`src/rtl/button_debouncer.sv`:
```
// Push-button conditioner: synchronizes the raw pin to clock and accepts a new
// level only after it has been held for DEBOUNCE_CYCLES consecutive samples.
module button_debouncer #(
  parameter int DEBOUNCE_CYCLES = 1000000,
  parameter int CNT_WIDTH       = 20,
  parameter int SYNC_STAGES     = 2
) (
  input  logic clock,
  input  logic reset,
  input  logic btn_raw,
  output logic btn_clean,
  output logic btn_rise,
  output logic btn_fall
);

  typedef enum logic [1:0] {
    STABLE_LOW,
    ARM_HIGH,
    STABLE_HIGH,
    ARM_LOW
  } state_t;

  localparam logic [CNT_WIDTH-1:0] CNT_LAST = CNT_WIDTH'(DEBOUNCE_CYCLES - 1);
  localparam logic [CNT_WIDTH-1:0] CNT_ONE  = CNT_WIDTH'(1);

  logic [SYNC_STAGES-1:0] sync_q;
  logic                   s;
  state_t                 state;
  logic [CNT_WIDTH-1:0]   cnt;

  // Only sync_q[0] ever looks at the asynchronous pin.
  always_ff @(posedge clock) begin
    if (reset) begin
      sync_q <= '0;
    end else begin
      sync_q <= {sync_q[SYNC_STAGES-2:0], btn_raw};
    end
  end

  assign s = sync_q[SYNC_STAGES-1];

  // The commit fires on the sample that would make cnt reach DEBOUNCE_CYCLES,
  // so the counter tops out at DEBOUNCE_CYCLES-1 and never wraps.
  always_ff @(posedge clock) begin
    if (reset) begin
      state     <= STABLE_LOW;
      cnt       <= '0;
      btn_clean <= 1'b0;
      btn_rise  <= 1'b0;
      btn_fall  <= 1'b0;
    end else begin
      btn_rise <= 1'b0;
      btn_fall <= 1'b0;
      case (state)
        STABLE_LOW: begin
          if (s) begin
            state <= ARM_HIGH;
            cnt   <= CNT_ONE;
          end
        end
        ARM_HIGH: begin
          if (!s) begin
            state <= STABLE_LOW;
            cnt   <= '0;
          end else if (cnt == CNT_LAST) begin
            state     <= STABLE_HIGH;
            btn_clean <= 1'b1;
            btn_rise  <= 1'b1;
          end else begin
            cnt <= cnt + CNT_ONE;
          end
        end
        STABLE_HIGH: begin
          if (!s) begin
            state <= ARM_LOW;
            cnt   <= CNT_ONE;
          end
        end
        ARM_LOW: begin
          if (s) begin
            state <= STABLE_HIGH;
            cnt   <= '0;
          end else if (cnt == CNT_LAST) begin
            state     <= STABLE_LOW;
            btn_clean <= 1'b0;
            btn_fall  <= 1'b1;
          end else begin
            cnt <= cnt + CNT_ONE;
          end
        end
        default: begin
          state <= STABLE_LOW;
          cnt   <= '0;
        end
      endcase
    end
  end

endmodule

```
`config.mk`:
```
export PLATFORM = sky130hd
export DESIGN_NAME = button_debouncer
export DESIGN_NICKNAME = d
export VERILOG_FILES = /design/src/rtl/button_debouncer.sv
export SDC_FILE = /design/constraint.sdc
export NUM_CORES = 1
export LEC_CHECK = 0
export CORE_UTILIZATION = 62
export DETAILED_ROUTE_END_ITERATION = 8
export PLACE_DENSITY_LB_ADDON = 0.05
export SKIP_CTS_REPAIR_TIMING = 1
export SYNTH_ARGS = -nofsm -noshare
export SYNTH_HDL_FRONTEND = slang
export SYNTH_SLANG_ARGS = --single-unit
```
`constraint.sdc`:
```
create_clock -name clock -period 3.2 [get_ports clock]
set_input_delay 0.8 -clock clock [delete_from_list [all_inputs] [get_ports clock]]
set_output_delay 0.8 -clock clock [all_outputs]
set_load 0.1 [all_outputs]
```
### Word-level counts from Yosys, hierarchy flattened

Cells that the tools add are included.

* register bits after elaboration: 27
* input bits: 3
* output and inout port bits: 3
* word-level logic and storage cells: 48

* $add $sub $neg: 1
* equal/unequal tests: 12
* muxes and demuxes: 19
* bitwise logic cells: 3
* reduce and logical (&&, ||, !) cells: 7

Operators by type and width (count)
* two-way mux 20 bit: 5
* one-hot mux 20 bit (4 select lines): 1
* adder 20 x 1 -> 20 bit (second input constant): 1
* equality test 20 bit (second input constant): 1
* two-way mux 2 bit: 6
* inequality test 2 bit (second input constant): 6
* one-hot mux 2 bit (4 select lines): 1
* inequality test 3 bit (second input constant): 2
* OR reduction 3 bit: 2
* two-way mux 1 bit: 5
* AND reduction 5 bit: 1
* equality test 2 bit (second input constant): 2
* AND reduction 4 bit: 1
* inverter 1 bit: 3
* equality test 2 x 1 -> 1 bit (second input constant): 1
* logical NOT 2 bit: 1
* one-hot mux 1 bit (2 select lines): 1
* AND reduction 2 bit: 1
* nonzero test 2 bit: 1

### Longest topological paths before layout

Gate-level depths: netlist of the first run.

* word-level depth: 4
* gate-level depth with buffers: 6
* gate-level depth less buffers: 6

### Worst setup path before layout of the first run

Ideal clock, no wire load.

* path kind: register -> register
* from: register cnt[6]
* to: register cnt[0]
* setup time: 145 ps
* arrival: 1704 ps
* slack: 1351 ps
* stages on the path, launching flop included: 6
* path buffers: 0
* clock period less this slack: 1849 ps
* cells stage by stage: dfxtp_1 or4_4 nor4_4 and2_2 or4_1 o311ai_0

* longest elaborated chain between the ends: 4
* elaborated cells between the ends (all ways): 5

RTL lines
* start, declared: line 29 `logic [CNT_WIDTH-1:0] cnt;`
* start signal, assigned: line 70 `cnt <= cnt + CNT_ONE;`
* start signal, assigned: line 88 `cnt <= cnt + CNT_ONE;`
* equality test 20 bit (*): line 65, 83
* two-way mux 20 bit (*)
* two-way mux 20 bit, on equally long branches
* one-hot mux 20 bit (4 select lines) (*)

Mark *: on every way between the ends. The rest lies on a longest branch, timed or not.
A chain may end at the register's enable or synchronous reset.

### Final worst setup path of the first run

* from: register cnt[10]
* to: register btn_clean

* longest elaborated chain between the ends: 3
* elaborated cells between the ends (all ways): 4

RTL lines
* equality test 20 bit (*): line 65, 83
* inequality test 2 bit (no line)
* AND reduction 5 bit (no line) (*)
* end signal, assigned: line 48 `btn_clean <= 1'b0;`
* end signal, assigned: line 67 `btn_clean <= 1'b1;`
* end signal, assigned: line 85 `btn_clean <= 1'b0;`
* end, declared: line 11 `output logic btn_clean,`

Marks and branches as above.

==> results of run 1 <==
==> metal layers <==
layer	wire, microns	vias up	global-route usage, %	share of wire (%)
met5	0	-	0	0
met1	1220	517	30.4	46
met2	1190	45	39.2	45
met3	165	7	3.14	6.3
li1	-	567	-	-
met4	55	0	11.3	2.1
==> stage by stage <==
step | instance area (sq um) | hold slack, ps | setup slack [ps] | util, %
2_1_floorplan | 1340 | 414 | 1350 | -
3_3_place_gp | 1390 | 432 | 990 | 69.3
3_5_place_dp | 1390 | 439 | 925 | 69.3
4_1_cts | 1420 | 473 | 1140 | 70.8
5_1_grt | 1420 | 490 | 1040 | 70.8
6_report | 1420 | 470 | 1160 | 70.8
==> sequential cells by signal, indices dropped and copies added, names as in the netlist, named ones only <==
signal     count
btn_clean      1
btn_fall       1
btn_rise       1
cnt           20
state          1
sync_q         2
==> logic make-up (layout without fill, tap and decap cells) <==
logic type | Yosys count | after routing | share of synthesized area (%)
AND/OR/NAND/NOR | 78 | 78 | 35.4
flip-flops | 27 | 27 | 40.3
AO/OA/AOI/OAI | 26 | 26 | 12.3
XOR/XNOR | 11 | 11 | 7.19
buffers and inverters | 6 | 11 | 3.08
adder cells (fa/ha/maj) | 1 | 1 | 0.934
multiplexers | 1 | 1 | 0.747
==> worst paths after layout <==
kind / end / slack, ps / start / depth (start not counted)
setup / recovery: btn_clean / 1160 / cnt[10] / 5
hold / removal: sync_q[1] / 470 / sync_q[0] / 1
hold reg to reg: sync_q[1] / 470 / sync_q[0] / 1
setup reg to reg: btn_clean / 1160 / cnt[10] / 5
==> critical path, cell delays in order, from the launching register on <==
cell      delay [ps]
dfxtp_1          370
or4_4            530
nor4_4           460
nand4_4          240
nand3b_4         230
a31oi_1          160
==> power by group <==
part / leakage, nW / switching, mW / internal [mW] / total, mW
clock network: 0.0139 / 0.104 / 0.0480 / 0.152
logic: 0.253 / 0.0223 / 0.00999 / 0.0323
registers: 0.218 / 0.00521 / 0.340 / 0.345
==> cells in the final DEF, fill, tap and decap left out, types with 3 or more instances in the layout <==
cell	instances
nand2_1	10
buf_4	4
nand4_1	8
nand3_1	11
nor2_1	20
o21ai_0	7
xor2_1	8
a21oi_1	5
a31oi_1	4
clkbuf_4	3
dfxtp_1	27
xnor2_1	3
==> layout make-up <==
| cell class | instances | share of cell area [%] |
|---|---|---|
| sequential | 27 | 38.2 |
| clock inverter | 1 | 0.530 |
| tap | 27 | 2.39 |
| timing repair buffer | 6 | 3.53 |
| inverter | 1 | 0.265 |
| multi-input combinational | 117 | 53.5 |
| clock buffer | 3 | 1.59 |
==> metrics.md, run 1 <==
| Metric | Value |
|---|---|
| Port-buffer cells | 5 |
| Die Y | 48.5 microns |
| Die Width | 48.5 microns |
| Post-Syn Area | 1340 sq um |
| Filler cells | 159 |
| Crit end category | flip-flop |
| Pre-antenna DRT Iters | 4 |
| Slew Limit Fails | 0 |
| Arrival time at the worst endpoint | 2320 ps |
| Leak Pwr | 0.486 nW |
| Row cnt | 16 |
| FF+latch area | 541 sq um |
| Number of antenna violations at the first check in global routing | 0 |
| First-pass GRT wire length | 4280 microns |
| Syn_nets | 154 |
| Final WL | 2630 microns |
| Worst setup SP type | flip-flop |
| Global route total overflow | 0 |
| HPWL Detailed | 1890 microns |
| Initial Util | 66.9% |
| Max Fclk | 489 MHz |
| Post-synth EDFFs | 0 |
| Post-synth top cells | 27 x dfxtp_1, 20 x nor2_1, 11 x nand3_1, 10 x nand2_1 |
| Area of the multi-input gates | 758 sq um |
| Async set or reset register ratio after synthesis | 0% |
| H-Tree Depth | 1 |
| Slew @ Worst Pin | 615 ps |
| Core Footprint | 2000 sq um |
| Number of routed nets with antenna violations | 0 |
| Clk sink count | 27 |
| Ys Warns | 0 |
| Outcome | finished clean |
| CTS root buf | clkbuf_4 |
| VDD IR max | 388 uV |
| GRT Total Usage | 23.6% |
| RSZ-0062 raised after global routing | no |
| DR WL/cell | 14.4 microns |
| Global placement routability congestion | 0.842 |
| Die Area | 2350 sq um |
| CTS tree | done |
| Vias in the first global route | 952 |
| DR DRC count | 0 |
| CTS clock-pin slew for the worst setup and hold paths | 150 ps |
| Fin. Hold Viols | 0 |
| Min Tclk post-route | 2040 ps |
| Largest net degree at the start of global routing | 18 |
| Skew-Pair Late Insertion Delay | 340 ps |
| FF+latch count, synth | 27 |
| Diode count | 0 |
| Number of DRC markers in iteration 0 | 37 |
| Count leader, synth | dfxtp_1 |
| Max-cap violations | 0 |
| Mapped Cells | 150 |
| Fin crit share | 63.9% |
| Post-synth top area cell | dfxtp_1 |
| Clock Skew | 19.5 ps |
| Area grow syn2layout | 5.70% |
| Sequential-to-total area share from yosys stat | 40.3% |
| IO Count | 6 |
| Mean post-synth cell area | 8.93 sq um |
| Crit Path Class | reg -> reg |
| Slew margin rel. | 58.6% |
| Synth area leaders | dfxtp_1 40%, nor2_1 5.6%, xor2_1 5.2% |
| Setup TNS | 0 ps |
| CP required | 3480 ps |
| # setup viols final | 0 |
| Total CTS buffers | 3 |
| Number of nets in the layout | 160 |
| Critical path fanouts, max | 9 |
| Synth cell types | 47 |
| Placed cells | 178 |
| Main flop type after synthesis | dfxtp_1 |
| Pwr dens | 374 nW/um^2 |
| Drt via density | 6.24 |
| Non-Filler Instances | 182 |
| CTS Buffer Depth | 2 |
| Synth top area share | 40.3% |
| Hold WC Path Type | reg -> reg |
| Overall power consumption | 0.530 mW |
| Via count | 1136 |
| Layout cells sized above 1 | 11.0% |
Note: power is estimated with default switching activity, not from simulation.
==> run 2, diff against run 1 <==
--- a/config.mk
+++ b/config.mk
@@ -5,7 +5,7 @@
 export SDC_FILE = /design/constraint.sdc
 export NUM_CORES = 1
 export LEC_CHECK = 0
-export CORE_UTILIZATION = 62
+export CORE_UTILIZATION = 58
 export DETAILED_ROUTE_END_ITERATION = 8
 export PLACE_DENSITY_LB_ADDON = 0.05
 export SKIP_CTS_REPAIR_TIMING = 1
==> constraint.sdc (replaced) <==
create_clock -name clock -period 2.1 [get_ports clock]
set_input_delay 0.525 -clock clock [delete_from_list [all_inputs] [get_ports clock]]
set_output_delay 0.525 -clock clock [all_outputs]
set_load 0.1 [all_outputs]
==> run 2 against run 1 <==
Via count rose by 5.7%. Power is 52% higher. Clock power rose by 49%. Critical endpoint is now cnt[17]. Highest routed layer unchanged. Utilization decreased by 2.8 points. Largest cell class unchanged. Worst hold slack got worse by 3.2 ps.
==> metrics.md, run 2 (synthesized netlist as in run 1, its figures left out) <==
| Metric | Value |
|---|---|
| CTS tree | done |
| Final Util | 67.9% |
| Pwr dens | 541 nW/um^2 |
| Skew-Pair Late Insertion Delay | 330 ps |
| CTS root buf | clkbuf_4 |
| Arrival time at the worst endpoint | 2300 ps |
| GRT Total Usage | 25.0% |
| Die Area | 2510 sq um |
| Slew @ Worst Pin | 581 ps |
| Port-buffer cells | 5 |
| Top reg by flops | cnt |
| Clock Skew | 8.10 ps |
| Number of DRC markers in iteration 0 | 50 |
| Initial Util | 61.2% |
| Global placement routability congestion | 0.854 |
| Max-cap violations | 0 |
| Outcome | finished clean |
| Die Width | 50.1 microns |
| Clk sink count | 27 |
| Most frequent cells in the layout | 25 x dfxtp_1, 20 x nor2_1, 11 x nand3_1, 11 x buf_4, 10 x nand2_1 |
| CTS Buffer Depth | 2 |
| DR WL/cell | 15.2 microns |
| Pre-antenna DRT Iters | 4 |
| Row cnt | 17 |
| Core Footprint | 2190 sq um |
| Number of cells on the worst reg-to-reg path | 6 |
| Max FFs per register | 20 |
| Fin crit share | 95.7% |
| Critical path fanouts, max | 6 |
| Most common cell after layout, fill and taps aside | dfxtp_1 |
| Area grow syn2layout | 11.0% |
| Slew margin rel. | 60.9% |
| Worst Slack Setup Final | 91.1 ps |
| Layout cells sized above 1 | 17.2% |
| CP required | 2390 ps |
| Hold depth | 1 |
| Slew Limit Fails | 0 |
| Fin. Hold Viols | 0 |
| Diode count | 0 |
| Drt via density | 6.29 |
| Pre-CTS WS | 70.8 ps |
| Largest net degree at the start of global routing | 16 |
| Number of nets in the layout | 168 |
| Hold WC Path Type | reg -> reg |
| Min Tclk post-route | 2010 ps |
| HPWL Detailed | 1970 microns |
| Worst setup SP type | flip-flop |
| Number of antenna violations at the first check in global routing | 0 |
| Final WL | 2910 microns |
| Via count | 1201 |
| Total CTS buffers | 3 |
| IO Count | 6 |
| Global route total overflow | 0 |
| DR DRC count | 0 |
| Crit Path Class | reg -> reg |
| Number of routed nets with antenna violations | 0 |
| Vias in the first global route | 1060 |
| # setup viols final | 0 |
| VDD IR max | 431 uV |
| First-pass GRT wire length | 4690 microns |
| Crit end category | flip-flop |
| H-Tree Depth | 1 |
| CTS clock-pin slew for the worst setup and hold paths | 150 ps |
| Max Fclk | 498 MHz |
| Die Y | 50.1 microns |
| Leak Pwr | 0.540 nW |
| Largest registers | cnt: 20 flops, sync_q: 2 flops |
-- run 2: cell types whose count changed in the layout (fill, tap and decap cells not counted) --
cell,previous run,this run
and2_2,2,1
and2_4,0,1
buf_4,4,11
clkinv_2,0,1
clkinvlp_4,1,0
dfxtp_1,27,25
dfxtp_2,0,2
nand4_2,0,1
or4b_1,1,0
or4b_4,0,1
-- run 2: through the flow --
step	cell area, sq um	std cells	hold WS, ps	total power, mW	setup TNS (ps)
after CTS	1450	187	472	0.808	0
after global placement	1420	183	416	0.589	0
final	1490	191	467	0.805	0
after floorplan	1340	150	414	0.575	0
after global routing	1490	191	485	0.830	-20.7
after detailed placement	1420	183	451	0.590	0
-- run 2: routing by layer --
metal | track usage, % | share of wire [%]
met1 | 31.6 | 44
met4 | 11.4 | 3.4
met3 | 2.78 | 5.3
met5 | 0 | 0
met2 | 41.8 | 47
-- run 2: final timing paths --
check | from | to | slack (ps)
min reg2reg | sync_q[0] | sync_q[1] | 470
min | sync_q[0] | sync_q[1] | 470
max | cnt[8] | cnt[17] | 90
max reg2reg | cnt[8] | cnt[17] | 90
-- run 2: layout make-up --
class                   instances  area, sq um
clock buffers                   3         22.5
clock inverters                 1         5.00
fillers                       175          703
inverters                       1         3.75
multi-input cells             118          776
flip-flops and latches         27          543
well taps                      28         35.0
repair buffers                 13          103
-- run 2: critical path, cell delays in order (launching register included) --
cell and delay, ps:
dfxtp_2 370, or4b_4 530, nor4_4 470, buf_4 200, nand4_2 120, o31ai_1 130, a32o_1 160
-- run 2: power by group --
| group | internal [mW] | switching (mW) | total, mW |
|---|---|---|---|
| Sequential | 0.518 | 0.00763 | 0.526 |
| Clock | 0.0715 | 0.154 | 0.226 |
| Combinational | 0.0177 | 0.0361 | 0.0538 |
==> run 3, diff against run 2 <==
--- a/config.mk
+++ b/config.mk
@@ -6,9 +6,11 @@
 export NUM_CORES = 1
 export LEC_CHECK = 0
 export CORE_UTILIZATION = 58
+export CTS_CLUSTER_DIAMETER = 30
 export DETAILED_ROUTE_END_ITERATION = 8
 export PLACE_DENSITY_LB_ADDON = 0.05
 export SKIP_CTS_REPAIR_TIMING = 1
 export SYNTH_ARGS = -nofsm -noshare
 export SYNTH_HDL_FRONTEND = slang
 export SYNTH_SLANG_ARGS = --single-unit
+export TNS_END_PERCENT = 5
==> results of run 3 <==
No change in the layout: final DEF, timing and power equal those of run 2.
